--- src/rtl/rpn_pkg.sv ---
`default_nettype none
// ============================================================================
//  rpn_pkg : ASCII constants and readln state encoding shared with println
//  Rev 1.0
// ============================================================================
package rpn_pkg;

    localparam logic [7:0] c_ASCII_ZERO  = 8'h30;
    localparam logic [7:0] c_ASCII_NINE  = 8'h39;
    localparam logic [7:0] c_ASCII_CR    = 8'h0D;
    localparam logic [7:0] c_ASCII_LF    = 8'h0A;
    localparam logic [7:0] c_ASCII_SPACE = 8'h20;
    localparam logic [7:0] c_ASCII_MINUS = 8'h2D;

    typedef enum logic [1:0] {
        RL_IDLE    = 2'd0,
        RL_ACCUM   = 2'd1,
        RL_DISCARD = 2'd2
    } rl_state_t;

endpackage : rpn_pkg
`default_nettype wire

--- src/rtl/ascii_digit.sv ---
`default_nettype none
// ============================================================================
//  ascii_digit : combinational ASCII '0'..'9' detector and nibble extractor
//  Rev 1.0
// ============================================================================
module ascii_digit
    import rpn_pkg::*;
(
    input  logic [7:0] din,
    output logic       is_digit,
    output logic [3:0] digit
);

    assign is_digit = (din >= c_ASCII_ZERO) && (din <= c_ASCII_NINE);
    assign digit    = din[3:0];

endmodule : ascii_digit
`default_nettype wire

--- src/rtl/readln.sv ---
`default_nettype none
// ============================================================================
//  readln : decimal ASCII line parser, TERM_CHAR-terminated, 16-bit result
//  Optional signed parsing with macro READLN_SIGN_EN.          Rev 1.0
// ============================================================================
module readln
    import rpn_pkg::*;
#(
    parameter logic [7:0] TERM_CHAR  = 8'h0A,
    parameter int         MAX_DIGITS = 5
)(
    input  logic        clk,
    input  logic        rst,
    input  logic [7:0]  din,
    input  logic        din_valid,
    output logic [15:0] value,
    output logic        valid,
    output logic        err,
    output logic        busy
);

    localparam int CW = $clog2(MAX_DIGITS + 2);

    rl_state_t          r_state;
    logic [19:0]        r_acc;
    logic [CW-1:0]      r_cnt;
    logic               r_seen;

    logic               w_is_digit;
    logic [3:0]         w_digit;
    logic [19:0]        w_acc_next;
    logic               w_sig;
    logic [CW-1:0]      w_cnt_next;
    logic [19:0]        w_bound;
    logic [15:0]        w_result;
    logic               w_ovf;
    logic               w_too_long;

    ascii_digit u_digit (
        .din      (din),
        .is_digit (w_is_digit),
        .digit    (w_digit)
    );

`ifdef READLN_SIGN_EN
    logic r_neg;
    assign w_bound  = r_neg ? 20'd32768 : 20'd32767;
    assign w_result = r_neg ? (~r_acc[15:0] + 16'd1) : r_acc[15:0];
`else
    assign w_bound  = 20'd65535;
    assign w_result = r_acc[15:0];
`endif

    // Leading zeros leave acc at zero, so they never advance the digit count.
    assign w_acc_next = (r_acc * 20'd10) + {16'd0, w_digit};
    assign w_sig      = (r_acc != 20'd0) || (w_digit != 4'd0);
    assign w_cnt_next = r_cnt + {{(CW-1){1'b0}}, w_sig};
    assign w_ovf      = w_acc_next > w_bound;
    assign w_too_long = w_cnt_next > CW'(MAX_DIGITS);

    assign busy = (r_state != RL_IDLE);

    always_ff @(posedge clk) begin
        if (rst) begin
            r_state <= RL_IDLE;
            r_acc   <= 20'd0;
            r_cnt   <= '0;
            r_seen  <= 1'b0;
            value   <= 16'd0;
            valid   <= 1'b0;
            err     <= 1'b0;
`ifdef READLN_SIGN_EN
            r_neg   <= 1'b0;
`endif
        end else begin
            valid <= 1'b0;
            err   <= 1'b0;
            if (din_valid) begin
                if (din == TERM_CHAR) begin
                    // r_seen is low only after a lone sign, which is an error line
                    if (r_state == RL_ACCUM && r_seen) begin
                        value <= w_result;
                        valid <= 1'b1;
                    end else if (r_state != RL_IDLE) begin
                        err   <= 1'b1;
                    end
                    r_state <= RL_IDLE;
                    r_acc   <= 20'd0;
                    r_cnt   <= '0;
                    r_seen  <= 1'b0;
`ifdef READLN_SIGN_EN
                    r_neg   <= 1'b0;
`endif
                end else if (din == c_ASCII_CR || din == c_ASCII_SPACE) begin
                    r_state <= r_state;
                end else if (r_state != RL_DISCARD) begin
                    if (w_is_digit) begin
                        if (w_ovf || w_too_long) begin
                            r_state <= RL_DISCARD;
                        end else begin
                            r_acc   <= w_acc_next;
                            r_cnt   <= w_cnt_next;
                            r_seen  <= 1'b1;
                            r_state <= RL_ACCUM;
                        end
                    end
`ifdef READLN_SIGN_EN
                    else if (din == c_ASCII_MINUS && r_state == RL_IDLE) begin
                        r_neg   <= 1'b1;
                        r_state <= RL_ACCUM;
                    end
`endif
                    else begin
                        r_state <= RL_DISCARD;
                    end
                end
            end
        end
    end

endmodule : readln
`default_nettype wire
--- config.mk ---
export PLATFORM = sky130hd
export DESIGN_NAME = readln
export DESIGN_NICKNAME = d
export VERILOG_FILES = /design/src/rtl/rpn_pkg.sv /design/src/rtl/ascii_digit.sv /design/src/rtl/readln.sv
export SDC_FILE = /design/constraint.sdc
export NUM_CORES = 1
export LEC_CHECK = 0
export ABC_AREA = 1
export BUFFER_PORTS_ARGS = -buffer_cell sky130_fd_sc_hd__buf_2
export CORE_MARGIN = 3
export CORE_UTILIZATION = 65
export DETAILED_ROUTE_END_ITERATION = 7
export PLACE_DENSITY = 0.85
export REMOVE_ABC_BUFFERS = 1
export SYNTH_ARGS = -nofsm -noshare
export SYNTH_HDL_FRONTEND = slang
export SYNTH_SLANG_ARGS = --single-unit
export TNS_END_PERCENT = 20
--- constraint.sdc ---
create_clock -name clk -period 9.27 [get_ports clk]
set_clock_uncertainty 0.05 [all_clocks]
set_input_delay 1.854 -clock clk [delete_from_list [all_inputs] [get_ports clk]]
set_output_delay 1.854 -clock clk [all_outputs]
set_load 0.01 [all_outputs]
==> metrics.txt <==
Worst Hold Class=register to register; pin count of the biggest net entering global routing=40; Setup CP Type=input pin to register; layout cells sized above 1=19.8%; Post-Place Cells=649; Synth cell types=39; endpoints failing setup=0; critical-path cell list=buf_2 -> ha_1 -> fa_1 -> nand2_1 -> nand2_1 -> nand3_1 -> nor2_1 -> nand3_2 -> nor2_4 -> nand3_1 -> nor2_2 -> nand2_1 -> nand2_1 -> nand3_2 -> nor2_4 -> nand2_4 -> nand2_4 -> nand2_4 -> nand3_1 -> nand2_1; fin crit share=45.4%; peak supply drop=0.104 mV; Antenna diodes=0; Synth top cells by count=159 x nand2_1, 70 x inv_1, 47 x nand3_1; register area share after synthesis=23.3%; fin cells=657; Final nets=633; Die Footprint=6760 um2; dominant synthesized flop cell=dfxtp_1; Core Region=5570 um2; Skew-Pair Late Insertion Delay=0.30 ns; Placer Congestion=0.917; Placement Setup Slack=4.79 ns; Setup WS post-layout=5.06 ns; most frequent cell after synthesis=nand2_1; Total Routing Usage GR=27.6%; asr flop ratio synth=0%; Post-DRT Antenna Nets=0; min cycle time layout=4.21 ns; CP Launch Type=input pin; Worst-path clk slew=0.08 ns; placed cell areas=3940 um2; CTS tree=done; # DRC=0; CTS Buffer Depth=2; htree depth=2; area leader, netlist=dfxtp_1; WL/cell=13.4 um; Leak=0.00211 uW; CTS root buf=clkbuf_8; Worst Tran Pin Value=1.00 ns; total number of yosys warnings=0; total clock sinks=44; Worst Path Arrival=4.36 ns; post-route cell area=4030 um2; slowest CP cell=nand2_4; Worst Setup End Kind=register; EDFF count, synth=0; Mapped Area=3780 um2; first-pass GRT wire length=14.8 mm; FMAX=0.237 GHz; Worst EP required=9.42 ns; Post-Syn Instances=558; total of max-cap violations=0; hold_buf cts=0; DRT iter0 DRCs=241; clock buffer count from CTS=5; DR pass1 iterations=5; Total Wirelength=8.78 mm; FF/Latch Area=881 um2; max-slew violations=0; total congestion overflow=0; cell row count=27; crit-path most repeated cell=nand2_1; Final HPWL DP=7.03 mm; Final Hold Viols=0; Fill cells=464; area grow syn2layout=6.69%; power per cell area=83.3 nW/um2; via total after detailed routing=3700; max_slew headroom=33.0%; post_cts resized=0; worst stage delay on the critical path=0.23 ns; Multi-input gate area=2510 um2; Initial Util=67.8%; syn_area_per_cell=6.77 um2; PortBufs=29; Ports=30; post-CTS setup buffers=0; status=completed; RSZ-0062 raised after global routing=no; peak fanout along the critical path=20; Seq cells post-synth=44; largest cells by area after synthesis=dfxtp_1 23%, nand2_1 16%, ha_1 12%, inv_1 7.0%, nand3_2 6.6%; antenna violations before repair=0; die width=82.2 um; post-layout util=72.3%; Die H=82.2 um; Via density=5.63; number of global-route vias before repair=3383; Synth top area share=23.3%; Fin Setup TNS=0 ns
==> per-layer routing <==
| metal | wire length (um) | vias up | GRT usage (%) | share of wire [%] |
|---|---|---|---|---|
| met2 | 4350 | 92 | 50.6 | 50 |
| met4 | 138 | 0 | 8.31 | 1.6 |
| met3 | 400 | 13 | 3.25 | 4.6 |
| li1 | - | 1881 | - | - |
| met1 | 3890 | 1714 | 33.2 | 44 |
| met5 | 0 | - | 0 | 0 |
==> report_power, final <==
| part | leakage [uW] | switching (uW) | internal (uW) |
|---|---|---|---|
| combinational | 0.00171 | 13.6 | 6.62 |
| clock | 0.0000510 | 65.7 | 59.5 |
| sequential | 0.000355 | 0.825 | 189 |
==> worst max-delay path: cells and delay by family <==
| family | cells | cell delay (ns) |
|---|---|---|
| fa+ha+maj | 2 | 0.42 |
| simple gates | 17 | 1.97 |
| buf+inv | 1 | 0.12 |
==> kinds of logic after synthesis <==
logic type	Yosys count	share of synthesized area, %
simple gates	320	44.0
buf+inv	93	10.3
compound gates	57	8.01
flops	44	23.3
fa+ha+maj	38	13.0
xor+xnor	6	1.39
==> metrics by stage <==
step / hold WS [ns] / total power, uW
finish: 0.395 / 336
global route: 0.410 / 347
CTS: 0.395 / 336
detailed placement: 0.383 / 215
global placement: 0.378 / 214
floorplan: 0.377 / 208
==> registers in the layout, indices dropped and copies added, names as in the netlist <==
register	flops
r_seen	1
value	16
r_cnt	3
valid	1
r_state	2
r_acc	20
err	1
==> placed cells by master (no fill, tap or decap), types with 3 or more instances in the layout <==
master	Yosys	routed
nand3_1	47	47
clkbuf_8	0	6
o211ai_1	3	3
nor4_1	6	6
nand4_1	11	11
nor2_4	4	4
nor2_1	22	22
buf_2	2	29
o21ai_0	22	22
nor3_1	3	3
inv_2	12	12
nand2_1	159	159
inv_1	70	70
nor2_2	13	13
xnor2_1	4	4
ha_1	36	36
a21oi_1	27	27
dfxtp_1	44	44
nand2_2	16	16
nand3_2	25	25
nand2_4	3	3
==> path summary, 6_finish.rpt <==
path / end / slack, ns / cells past startpoint / from
worst min-delay path: value[5] / 0.40 / 2 / value[5]
worst max-delay path: r_acc[3] / 5.06 / 20 / din[1]
worst max register to register: r_acc[3] / 5.64 / 21 / r_acc[1]
worst min register to register: value[5] / 0.40 / 2 / value[5]
==> layout make-up <==
cell class                 instances  area share [%]
clock buffer                       6            2.05
clock inverter                     2           0.248
inverter                          82            7.63
multi-input combinational        421            62.2
sequential                        44            21.8
tap                               72            2.23
timing repair buffer              30            3.79
Power figures use the tool's default switching activity.
